[src/rtl/vga_func_pkg.sv]
`default_nettype none
// ============================================================================
// vga_func_pkg : display function codes and sequencer state encoding
// Revision     : 1.0
// ============================================================================
package vga_func_pkg;

    localparam int FUNC_W = 2;

    localparam logic [FUNC_W-1:0] FUNC_VRAM     = 2'd0;
    localparam logic [FUNC_W-1:0] FUNC_GPU      = 2'd1;
    localparam logic [FUNC_W-1:0] FUNC_VRAM_ALT = 2'd2;

    typedef enum logic [2:0] {
        ST_IDLE       = 3'd0,
        ST_DRAIN      = 3'd1,
        ST_WAIT_FRAME = 3'd2,
        ST_SWITCH     = 3'd3,
        ST_SETTLE     = 3'd4
    } seq_state_t;

    // Round-robin successor; anything at or past the last legal code wraps to 0.
    function automatic logic [FUNC_W-1:0] next_func(input logic [FUNC_W-1:0] cur,
                                                   input logic [FUNC_W-1:0] last);
        return (cur >= last) ? '0 : cur + 2'd1;
    endfunction

endpackage
`default_nettype wire

[src/rtl/button_debouncer.sv]
`default_nettype none
// ============================================================================
// button_debouncer : 2-flop synchronizer plus stability filter, emitting a
//                    one-cycle pulse per accepted low-to-high transition
// Revision         : 1.0
// ============================================================================
module button_debouncer #(
    parameter int DEBOUNCE_CYCLES = 500000
) (
    input  logic clk,
    input  logic rst,
    input  logic btn_i,
    output logic pulse_o
);

    localparam int               HOLD     = (DEBOUNCE_CYCLES < 1) ? 1 : DEBOUNCE_CYCLES;
    localparam int               CNT_W    = (HOLD < 2) ? 1 : $clog2(HOLD);
    localparam logic [CNT_W-1:0] CNT_LAST = CNT_W'(HOLD - 1);

    logic             sync1_q;
    logic             sync2_q;
    logic             stable_q;
    logic             stable_d;
    logic [CNT_W-1:0] cnt_q;
    logic [CNT_W-1:0] cnt_d;
    logic             pulse_q;
    logic             pulse_d;

    always_ff @(posedge clk or posedge rst) begin
        if (rst) begin
            sync1_q  <= 1'b0;
            sync2_q  <= 1'b0;
            stable_q <= 1'b0;
            cnt_q    <= '0;
            pulse_q  <= 1'b0;
        end else begin
            sync1_q  <= btn_i;
            sync2_q  <= sync1_q;
            stable_q <= stable_d;
            cnt_q    <= cnt_d;
            pulse_q  <= pulse_d;
        end
    end

    // Any cycle agreeing with the accepted level restarts the hold count.
    always_comb begin
        stable_d = stable_q;
        cnt_d    = '0;
        pulse_d  = 1'b0;
        if (sync2_q != stable_q) begin
            if (cnt_q == CNT_LAST) begin
                stable_d = sync2_q;
                pulse_d  = sync2_q;
            end else begin
                cnt_d = cnt_q + 1'b1;
            end
        end
    end

    assign pulse_o = pulse_q;

endmodule
`default_nettype wire

[src/rtl/function_sequencer.sv]
`default_nettype none
// ============================================================================
// function_sequencer : safely switches the active display function, draining
//                      the GPU and blanking across a frame-aligned switch
// Revision           : 1.0
// ============================================================================
module function_sequencer
    import vga_func_pkg::*;
#(
    parameter int NUM_FUNCS       = 3,
    parameter int RESET_FUNC      = 0,
    parameter int DEBOUNCE_CYCLES = 500000,
    parameter int DRAIN_TIMEOUT   = 65535,
    parameter int SETTLE_FRAMES   = 2
) (
    input  logic       clk,
    input  logic       rst,
    input  logic       btn_next,
    input  logic       sel_valid,
    input  logic [1:0] sel_func,
    output logic       sel_ready,
    input  logic       frame_start,
    input  logic       gpu_busy,
    output logic       gpu_halt,
    output logic [1:0] current_function,
    output logic       force_blank,
    output logic       switch_busy
);

    localparam logic [FUNC_W:0]   NUM_FUNCS_C = NUM_FUNCS[FUNC_W:0];
    localparam logic [FUNC_W-1:0] LAST_FUNC   = FUNC_W'(NUM_FUNCS - 1);
    localparam logic [FUNC_W-1:0] RESET_CODE  = RESET_FUNC[FUNC_W-1:0];

    localparam int CNT_MAX = (DRAIN_TIMEOUT > SETTLE_FRAMES) ? DRAIN_TIMEOUT : SETTLE_FRAMES;
    localparam int CNT_W   = (CNT_MAX < 2) ? 1 : $clog2(CNT_MAX + 1);
    localparam logic [CNT_W-1:0] DRAIN_LAST  = CNT_W'((DRAIN_TIMEOUT > 0) ? DRAIN_TIMEOUT - 1 : 0);
    localparam logic [CNT_W-1:0] SETTLE_LAST = CNT_W'((SETTLE_FRAMES > 0) ? SETTLE_FRAMES - 1 : 0);
    localparam bit               SETTLE_NONE = (SETTLE_FRAMES == 0);

    seq_state_t        state_q;
    seq_state_t        state_d;
    logic [FUNC_W-1:0] target_q;
    logic [FUNC_W-1:0] target_d;
    logic [FUNC_W-1:0] func_q;
    logic [FUNC_W-1:0] func_d;
    logic [CNT_W-1:0]  cnt_q;
    logic [CNT_W-1:0]  cnt_d;
    logic              halt_q;
    logic              halt_d;
    logic              blank_q;
    logic              blank_d;
    logic              busy_q;
    logic              busy_d;

    logic              btn_pulse;
    logic              host_legal;
    logic [FUNC_W-1:0] btn_target;

    button_debouncer #(
        .DEBOUNCE_CYCLES (DEBOUNCE_CYCLES)
    ) u_btn (
        .clk     (clk),
        .rst     (rst),
        .btn_i   (btn_next),
        .pulse_o (btn_pulse)
    );

    assign host_legal = ({1'b0, sel_func} < NUM_FUNCS_C);
    assign btn_target = next_func(func_q, LAST_FUNC);

    always_ff @(posedge clk or posedge rst) begin
        if (rst) begin
            state_q  <= ST_IDLE;
            target_q <= RESET_CODE;
            func_q   <= RESET_CODE;
            cnt_q    <= '0;
            halt_q   <= 1'b0;
            blank_q  <= 1'b0;
            busy_q   <= 1'b0;
        end else begin
            state_q  <= state_d;
            target_q <= target_d;
            func_q   <= func_d;
            cnt_q    <= cnt_d;
            halt_q   <= halt_d;
            blank_q  <= blank_d;
            busy_q   <= busy_d;
        end
    end

    // A host request, even an illegal one, shadows a coincident button pulse.
    always_comb begin
        state_d  = state_q;
        target_d = target_q;
        func_d   = func_q;
        cnt_d    = '0;
        case (state_q)
            ST_IDLE: begin
                if (sel_valid) begin
                    if (host_legal && (sel_func != func_q)) begin
                        target_d = sel_func;
                        state_d  = (func_q == FUNC_GPU) ? ST_DRAIN : ST_WAIT_FRAME;
                    end
                end else if (btn_pulse && (btn_target != func_q)) begin
                    target_d = btn_target;
                    state_d  = (func_q == FUNC_GPU) ? ST_DRAIN : ST_WAIT_FRAME;
                end
            end
            ST_DRAIN: begin
                if (!gpu_busy || (cnt_q == DRAIN_LAST)) begin
                    state_d = ST_WAIT_FRAME;
                end else begin
                    cnt_d = cnt_q + 1'b1;
                end
            end
            ST_WAIT_FRAME: begin
                if (frame_start) begin
                    state_d = ST_SWITCH;
                end
            end
            ST_SWITCH: begin
                func_d  = target_q;
                state_d = ST_SETTLE;
            end
            ST_SETTLE: begin
                if (SETTLE_NONE) begin
                    state_d = ST_IDLE;
                end else if (frame_start) begin
                    if (cnt_q == SETTLE_LAST) begin
                        state_d = ST_IDLE;
                    end else begin
                        cnt_d = cnt_q + 1'b1;
                    end
                end else begin
                    cnt_d = cnt_q;
                end
            end
            default: begin
                state_d = ST_IDLE;
            end
        endcase
    end

    // Outputs are decoded from the next state so the registered copies line up with state_q.
    always_comb begin
        halt_d  = (state_d == ST_DRAIN) || (state_d == ST_WAIT_FRAME) || (state_d == ST_SWITCH);
        blank_d = (state_d == ST_SWITCH) || (state_d == ST_SETTLE);
        busy_d  = (state_d != ST_IDLE);
    end

    assign sel_ready        = (state_q == ST_IDLE);
    assign gpu_halt         = halt_q;
    assign force_blank      = blank_q;
    assign switch_busy      = busy_q;
    assign current_function = func_q;

endmodule
`default_nettype wire

[config.mk]
export PLATFORM = sky130hd
export DESIGN_NAME = function_sequencer
export DESIGN_NICKNAME = d
export VERILOG_FILES = /design/src/rtl/vga_func_pkg.sv /design/src/rtl/button_debouncer.sv /design/src/rtl/function_sequencer.sv
export SDC_FILE = /design/constraint.sdc
export NUM_CORES = 1
export LEC_CHECK = 0
export ABC_AREA = 1
export ABC_CLOCK_PERIOD_IN_PS = 1830
export CORE_ASPECT_RATIO = 1.25
export CORE_MARGIN = 1
export CORE_UTILIZATION = 60
export CTS_CLUSTER_SIZE = 10
export DETAILED_ROUTE_END_ITERATION = 7
export PLACE_DENSITY = 0.87
export SLEW_MARGIN = 5
export SYNTH_ARGS = -nofsm -noshare
export SYNTH_HDL_FRONTEND = slang
export SYNTH_SLANG_ARGS = --single-unit
[constraint.sdc]
create_clock -name clk -period 1.83 [get_ports clk]
set_input_delay 0.549 -clock clk [delete_from_list [all_inputs] [get_ports clk]]
set_output_delay 0.549 -clock clk [all_outputs]
set_load 0.01 [all_outputs]
After elaboration in Yosys (flattened, before gate mapping)
Index checks and enable logic that the tools add are counted.

cells by class
  mux-type cells = 21
  reduce and logical (&&, ||, !) cells = 12
  $add $sub $neg = 3
  equality and inequality tests = 17
  order comparisons = 2

operators with widths
  operator                                        count
  2-to-1 mux 16 bit                               3
  2-to-1 mux 19 bit                               2
  case mux 16 bit (2 select lines)                1
  2-to-1 mux 3 bit                                7
  adder 19 x 1 -> 19 bit, second input constant   1
  == test 19 bit, second input constant           1
  adder 16 x 1 -> 16 bit, second input constant   1
  == test 16 x 1 -> 1 bit, second input constant  1
  == test 16 bit, second input constant           1
  case mux 3 bit (5 select lines)                 1
  == test 3 x 2 -> 1 bit, second input constant   4
  2-to-1 mux 2 bit                                5
  == test 3 x 1 -> 1 bit, second input constant   2
  == test 3 bit, second input constant            2
  logical OR 1 bit                                4
  inequality test 2 bit                           2
  logical NOT 3 bit                               1
  AND reduction 3 bit                             1
  nonzero test 3 bit                              1
  adder 2 x 1 -> 2 bit, second input constant     1
  == test 2 x 1 -> 1 bit, second input constant   1
  >= comparator 2 bit, second input constant      1
  logical AND 1 bit                               2
  < comparator 2 bit, second input constant       1
  other kinds (7)                                 8

storage, ports and cells
  bits in registers = 49
  input port bits = 8

Logic depth before layout (Yosys ltp)
  depth after elaboration = 10
  gate-level depth with buffers = 10
  mapped depth without buffers = 10

Hierarchy
A second synthesis with hierarchy kept.

second synthesis, totals
  cell total of the unflattened synthesis = 376
  area total of the unflattened synthesis = 2,947.8 sq um

modules (own cells, without submodules)
  module              cells each  instances  area each (sq um)
  function_sequencer  219         1          1,645.3
  button_debouncer    157         1          1,302.5

Worst setup path before layout
Ideal clock, no wire load.

  path type = register -> register
  start = reg u_btn.cnt_q[0]
  end = reg u_btn.cnt_q[13]
  setup time = 0.126 ns
  cell stages (with the launch flop) = 7
  path buffers = 0
  arrival = 1.328 ns
  slack = 0.377 ns
  data required time = 1.704 ns
  cells stage by stage = dfrtp_1 > ha_1 > nand2_1 > nor2_1 > nand4_1 > nand2_1 > nor3_1

on the way
  cells in the longest elaborated chain, start to end = 3

RTL lines
  element                                                   line                                            text
  start: declaration                                        button_debouncer.sv:24                          logic [CNT_W-1:0] cnt_q;
  start signal: assignment                                  button_debouncer.sv:40                          cnt_q <= cnt_d;
  adder 19 x 1 -> 19 bit or == test 19 bit (tied branches)  button_debouncer.sv:55, button_debouncer.sv:51
  2-to-1 mux 19 bit (*)                                     button_debouncer.sv:51                          if (cnt_q == CNT_LAST) begin
  2-to-1 mux 19 bit (*)                                     button_debouncer.sv:50                          if (sync2_q != stable_q) begin
  via u_btn.cnt_d[13]                                       button_debouncer.sv:25                          logic [CNT_W-1:0] cnt_d;

The timed path passes the listed nets; every way through them passes the cells marked *.
A chain may end at the register's enable or synchronous reset.

Final worst setup path
  start = reg func_q[0], in the netlist current_function[0]
  end = out current_function[0]

RTL lines
  element                   line                      text
  start: declaration        function_sequencer.sv:44  logic [FUNC_W-1:0] func_q;
  start signal: assignment  function_sequencer.sv:83  func_q <= func_d;
  end: declaration          function_sequencer.sv:25  output logic [1:0] current_function,

No word-level cell between the ends.

==> metrics.txt <==
sw power around 920 uW; Worst Tran Pin Value 327.3 ps; Fmax about 560 MHz; total wire length 6391 um; CP Cell Sequence clkdlybuf4s50_1; H-Tree Depth 2; clock tree buffer depth 2; Hold Fails Final Rpt 0; Placed Area 0.003197 sq mm; Synth Flop Type dfrtp_1; maxcap violations 0; area share of the largest cell type after synthesis 42.53%; gr usage total 28.30%; post-synthesis sequential area ratio 42.53%; worst skew pair latency approximately 300 ps; power per cell area approximately 860 mW/mm^2; CTS Root Buffer Type clkbuf_8; Die Ht a little under 80 um; slowest cell delay on critical path 550 ps; clock network fraction of total power 22.9%; DRC 0; DRT iter0 DRCs roughly 210; Syn. warnings 0; I/O Pins 14; layout cell share with drive strength beyond 1 11.42%; Wirelength per Cell 13.12 um; total vias in the final route about 2,700; Final Skew 7.805 ps; ANT nets after route 0; Final Non-Filler Cells 487; Cell Rows 27; Post-Syn Instances 394; CTS tree built; Synth Net Count 406; final worst slack 52.58 ps; Synth area leaders dfrtp_1 (43%), nand2_1 (11%), nor2_1 (8.7%); peak supply drop 0.5371 mV; CP max-delay cell clkdlybuf4s50_1; area leader, netlist dfrtp_1; Clock transition at path regs ~80 ps; Antenna diodes 0; CTS sink count 49; chip width 64.00 um; Critical Path Sink Type output port; Required @ worst endpoint 1280 ps; DR pass1 iterations 5; Post-synth ARST share 100.0%; CP arrival 1230 ps; Hold Crit Class reg -> reg; max-slew violation total from the final report 0; final setup vio count 0; pre-CTS setup slack -122.4 ps; global route total overflow 0; Seq cells post-synth slightly below 50; Setup CP Type reg -> out; Crit Path Max Fanout 4; largest net degree at the start of global routing 50; die area a little over 0.005 sq mm; vias in the first global route about 2,700; Mapped Area 0.002883 sq mm; first-pass GRT wire length 11,160 um; CP Launch Type flop; fin crit share between 90% and 100%; switch share 32.79%; sequential share of power between 40% and 50%; vias per cell 5.511; initial antenna violation count 0; Num CTS Buffers 5; placed instance count 479; number of buffers added on ports 13; Finished Cell Area 0.003288 sq mm; Leak Pwr 0.001556 uW; crit-path leading delay family buffers and inverters; Netlist cell types 31; Syn Area/Cell 7.317 sq um; cts hold-fix bufs 0; Layout area overhead 14.06%; core area 0.004493 sq mm; RSZ-0062 raised after global routing no; worst slew margin relative to its limit 78.01%; Final Wtd Congestion about 0.97; Post-synth EDFFs 0; Int Pwr between 1500 and 2000 uW; worst hold slack 355.2 ps; post-detail-place hpwl 4654 um; Initial Utilization 64.16%; Layout Nets between 400 and 500; WP buf/inv 1; Comb pwr share between 30% and 40%; status completed; fin crit period around 1800 ps
cell usage after synthesis (all sizes together) (4+ instances only):
master,instances
nand3,38
ha,4
nor2,72
xor2,11
nand4,16
a21oi,7
dfrtp,49
nand2,88
o21ai,10
nor3,17
inv,69
power groups by stage:
stage	sequential, uW	combinational, uW	clock (uW)
5_1_grt	1300	984	697
3_5_place_dp	1310	870	0
6_report	1280	887	643
3_3_place_gp	1300	850	0
2_1_floorplan	1340	485	0
4_1_cts	1290	868	659
stage by stage:
stage	utilization [%]	setup TNS (ps)	power (uW)
global placement	71.15	-425.3	2153
global route	73.18	0	2978
detailed placement	71.15	-818.9	2180
floorplan	-	0	1822
finish	73.18	0	2814
CTS	73.04	0	2813
path summary, 6_finish.rpt:
kind                                                 start  slack (ps)  cells past startpoint                   endpoint
max reg2reg                       u_btn.cnt_q[0]$_DFF_PP0_         130                      8  u_btn.cnt_q[18]$_DFF_PP0_
min in group asynchronous                              rst         630                      3       state_q[0]$_DFF_PP0_
max                        current_function[0]$_DFFE_PP0N_          50                      1        current_function[0]
max in group asynchronous                              rst         990                      3    target_q[0]$_DFFE_PP0P_
min reg2reg                        u_btn.sync1_q$_DFF_PP0_         360                      0    u_btn.sync2_q$_DFF_PP0_
min                                u_btn.sync1_q$_DFF_PP0_         360                      0    u_btn.sync2_q$_DFF_PP0_
cell families (layout without fill, tap and decap cells):
family | count (synthesis) | in the layout | share of synthesized area, %
simple gates | 235 | 235 | 37.85
buf+inv | 72 | 107 | 9.982
flops | 49 | 49 | 42.53
compound gates | 21 | 21 | 3.863
xor+xnor | 12 | 12 | 3.646
fa+ha+maj | 4 | 4 | 1.736
mux | 1 | 1 | 0.3906
layer usage:
metal	vias to the layer above	GRT usage (%)	routed length, um
met5	-	0	0
met1	1255	29.75	2498
li1	1311	-	-
met2	86	51.81	3346
met3	32	5.143	272
met4	0	17.05	274
registers in the layout, summed over array words and instances, names as in the netlist, 2 cells and up:
name and count:
cnt_q 16, current_function 2, state_q 3, target_q 2, u_btn.cnt_q 19
what timing repair did:
item,CTS,global route
setup endpoints to repair,1,3
buffers inserted,0,1
gates resized for setup,1,3
cell usage in the layout (no fill, tap or decap), types with 10 or more instances in the layout:
cell type / synthesis / routed
buf_4: 0 / 17
clkdlybuf4s50_1: 0 / 12
dfrtp_1: 49 / 49
inv_1: 66 / 65
nand2_1: 84 / 84
nand3_1: 33 / 33
nand4_1: 15 / 15
nor2_1: 67 / 66
nor3_1: 15 / 15
o21ai_0: 10 / 10
xor2_1: 11 / 11
cell type report:
class	count	area (sq um)
Clock buffer	7	86.33
Tap cell	58	72.57
Inverter	69	259.0
Fill cell	351	1205
Sequential cell	49	1226
Timing Repair Buffer	31	272.8
Multi-Input combinational cell	273	1371
Power figures use the tool's default switching activity.
==> RTL change, RTL diff (same settings) <==
The 5 states of `seq_state_t` get a one-hot encoding in 5 bits.
--- a/src/rtl/vga_func_pkg.sv
+++ b/src/rtl/vga_func_pkg.sv
@@ -11,12 +11,12 @@
     localparam logic [FUNC_W-1:0] FUNC_GPU      = 2'd1;
     localparam logic [FUNC_W-1:0] FUNC_VRAM_ALT = 2'd2;
 
-    typedef enum logic [2:0] {
-        ST_IDLE       = 3'd0,
-        ST_DRAIN      = 3'd1,
-        ST_WAIT_FRAME = 3'd2,
-        ST_SWITCH     = 3'd3,
-        ST_SETTLE     = 3'd4
+    typedef enum logic [4:0] {
+        ST_IDLE       = 5'b00001,
+        ST_DRAIN      = 5'b00010,
+        ST_WAIT_FRAME = 5'b00100,
+        ST_SWITCH     = 5'b01000,
+        ST_SETTLE     = 5'b10000
     } seq_state_t;
 
     // Round-robin successor; anything at or past the last legal code wraps to 0.
Behaviour: same outputs for any inputs over 10 cycles, from zero or initial values and one cycle with rst high; not proved beyond that.
==> RTL change against the original RTL <==
Via count up 0.67%; highest routed layer unchanged; synthesized area up 3.0%; final area up 2.7%; sequential cell count up 2; largest cell class unchanged; sequential share of layout area up 0.52 points; maximum frequency down 2.5%; worst setup slack worse by 0.045 ns; wire length up 7.1%; total power up 1.8%.
==> RTL change: results (changes against the original RTL) <==
| Metric | Value |
|---|---|
| Seq pwr share | `45.1% (-0.5 points)` |
| Reg2reg setup slack | `0.18 ns (+0.05 ns)` |
| Post-Syn Area per Cell | `7.49 µm² (+2.4%)` |
| Wire per inst | `14.1 µm (+7.3%)` |
| 1st-iter DRT viols | `301 (+43%)` |
| Share of cells above drive strength 1 | `12.2% (+0.78 points)` |
| Hpwl dp | `4970 µm (+6.9%)` |
| DR WL met3 | `239 µm (-12%)` |
| Met1 GRT Util | `30.7% (+0.93 points)` |
| VDD IR max | `0.000520 V (-3.2%)` |
| Seq cells | `51 (+4.1%)` |
| Non-clock buffer count | `28 (-9.7%)` |
| Nets | `437 (-0.91%)` |
| Post-synthesis sequential area ratio | `43.0% (+0.51 points)` |
| Clock buffers | `6 (-1)` |
| Total track usage | `29.0% (+0.72 points)` |
| DP Area | `3230 µm² (+0.90%)` |
| Int Power | `2.10 mW (+11%)` |
| Post-Place Cells | `475 (-0.84%)` |
| Dpl ws | `-0.149 ns (-0.0267 ns)` |
| Biggest regs | `u_btn.cnt_q: 19 flops, cnt_q: 16 flops, state_q: 5 flops` |
| Final min period | `1.82 ns (+0.0447 ns)` |
| Cell at the slowest stage of the critical path | `dfstp_2` |
| Crit Path Max Fanout | `2 (-2)` |
| Fillcell total | `369 (+5.1%)` |
| Crit path max-delay family | `flip-flops` |
| Synth cell count leaders | `nand2_1 (78), nor2_1 (74), inv_1 (54)` |
| Clock-cell share of area | `3.93% (+1.3 points)` |
| Pin count of the biggest net entering global routing | `52 (+4.0%)` |
| Global-route wire length before repair | `11500 µm (+3.3%)` |
| Total die area | `5230 µm² (+2.9%)` |
| Status | `complete, no violations` |
| Post-CTS Repair Setup Buffers | `1 (+1)` |
| NonClk Buf Share | `7.48% (-0.81 points)` |
| Worst-margin pin slew | `0.471 ns (+0.144 ns)` |
| Seq area share | `37.8% (+0.52 points)` |
| Routability congestion estimate | `0.966 (-0.76%)` |
| Clock skew | `0.0160 ns (+0.00818 ns)` |
| CP Capture Point | `sel_ready` |
| Inverters | `59 (-14%)` |
| Post-CTS sizing | `5 (+4)` |
| Leakage power | `1.57 nW (+0.63%)` |
| Routed WL | `6850 µm (+7.1%)` |
| Post-Syn Nets | `408 (+0.49%)` |
| Fin area | `3380 µm² (+2.7%)` |
| Multi-input combinational area share | `41.9% (+0.22 points)` |
| Routed vias/inst | `5.56 (+0.88%)` |
| Clock power share | `31.9% (+9.0 points)` |
| M3 GR Usage | `4.12% (-1.0 points)` |
| M1 WL | `2610 µm (+4.4%)` |
==> RTL change: worst min path at each step <==
stage | start | end | slack, ns | depth (start not counted)
after global placement | u_btn.sync1_q | u_btn.sync2_q | 0.33 | 0
after CTS | u_btn.sync1_q | u_btn.sync2_q | 0.36 | 0
after floorplan | u_btn.sync1_q | u_btn.sync2_q | 0.33 | 0
final | u_btn.sync1_q | u_btn.sync2_q | 0.36 | 0
after detailed placement | u_btn.sync1_q | u_btn.sync2_q | 0.34 | 0
after global routing | u_btn.sync1_q | u_btn.sync2_q | 0.38 | 0
==> RTL change: cell families (layout without fill, tap and decap cells) <==
group	after synthesis	after routing	synth area share (%)
AND/OR/NAND/NOR	238	238	37.6
buffers and inverters	65	95	9.23
flip-flops	51	51	43.0
AO/OA/AOI/OAI	26	26	4.89
XOR/XNOR	12	12	3.54
adder cells (fa/ha/maj)	4	4	1.69
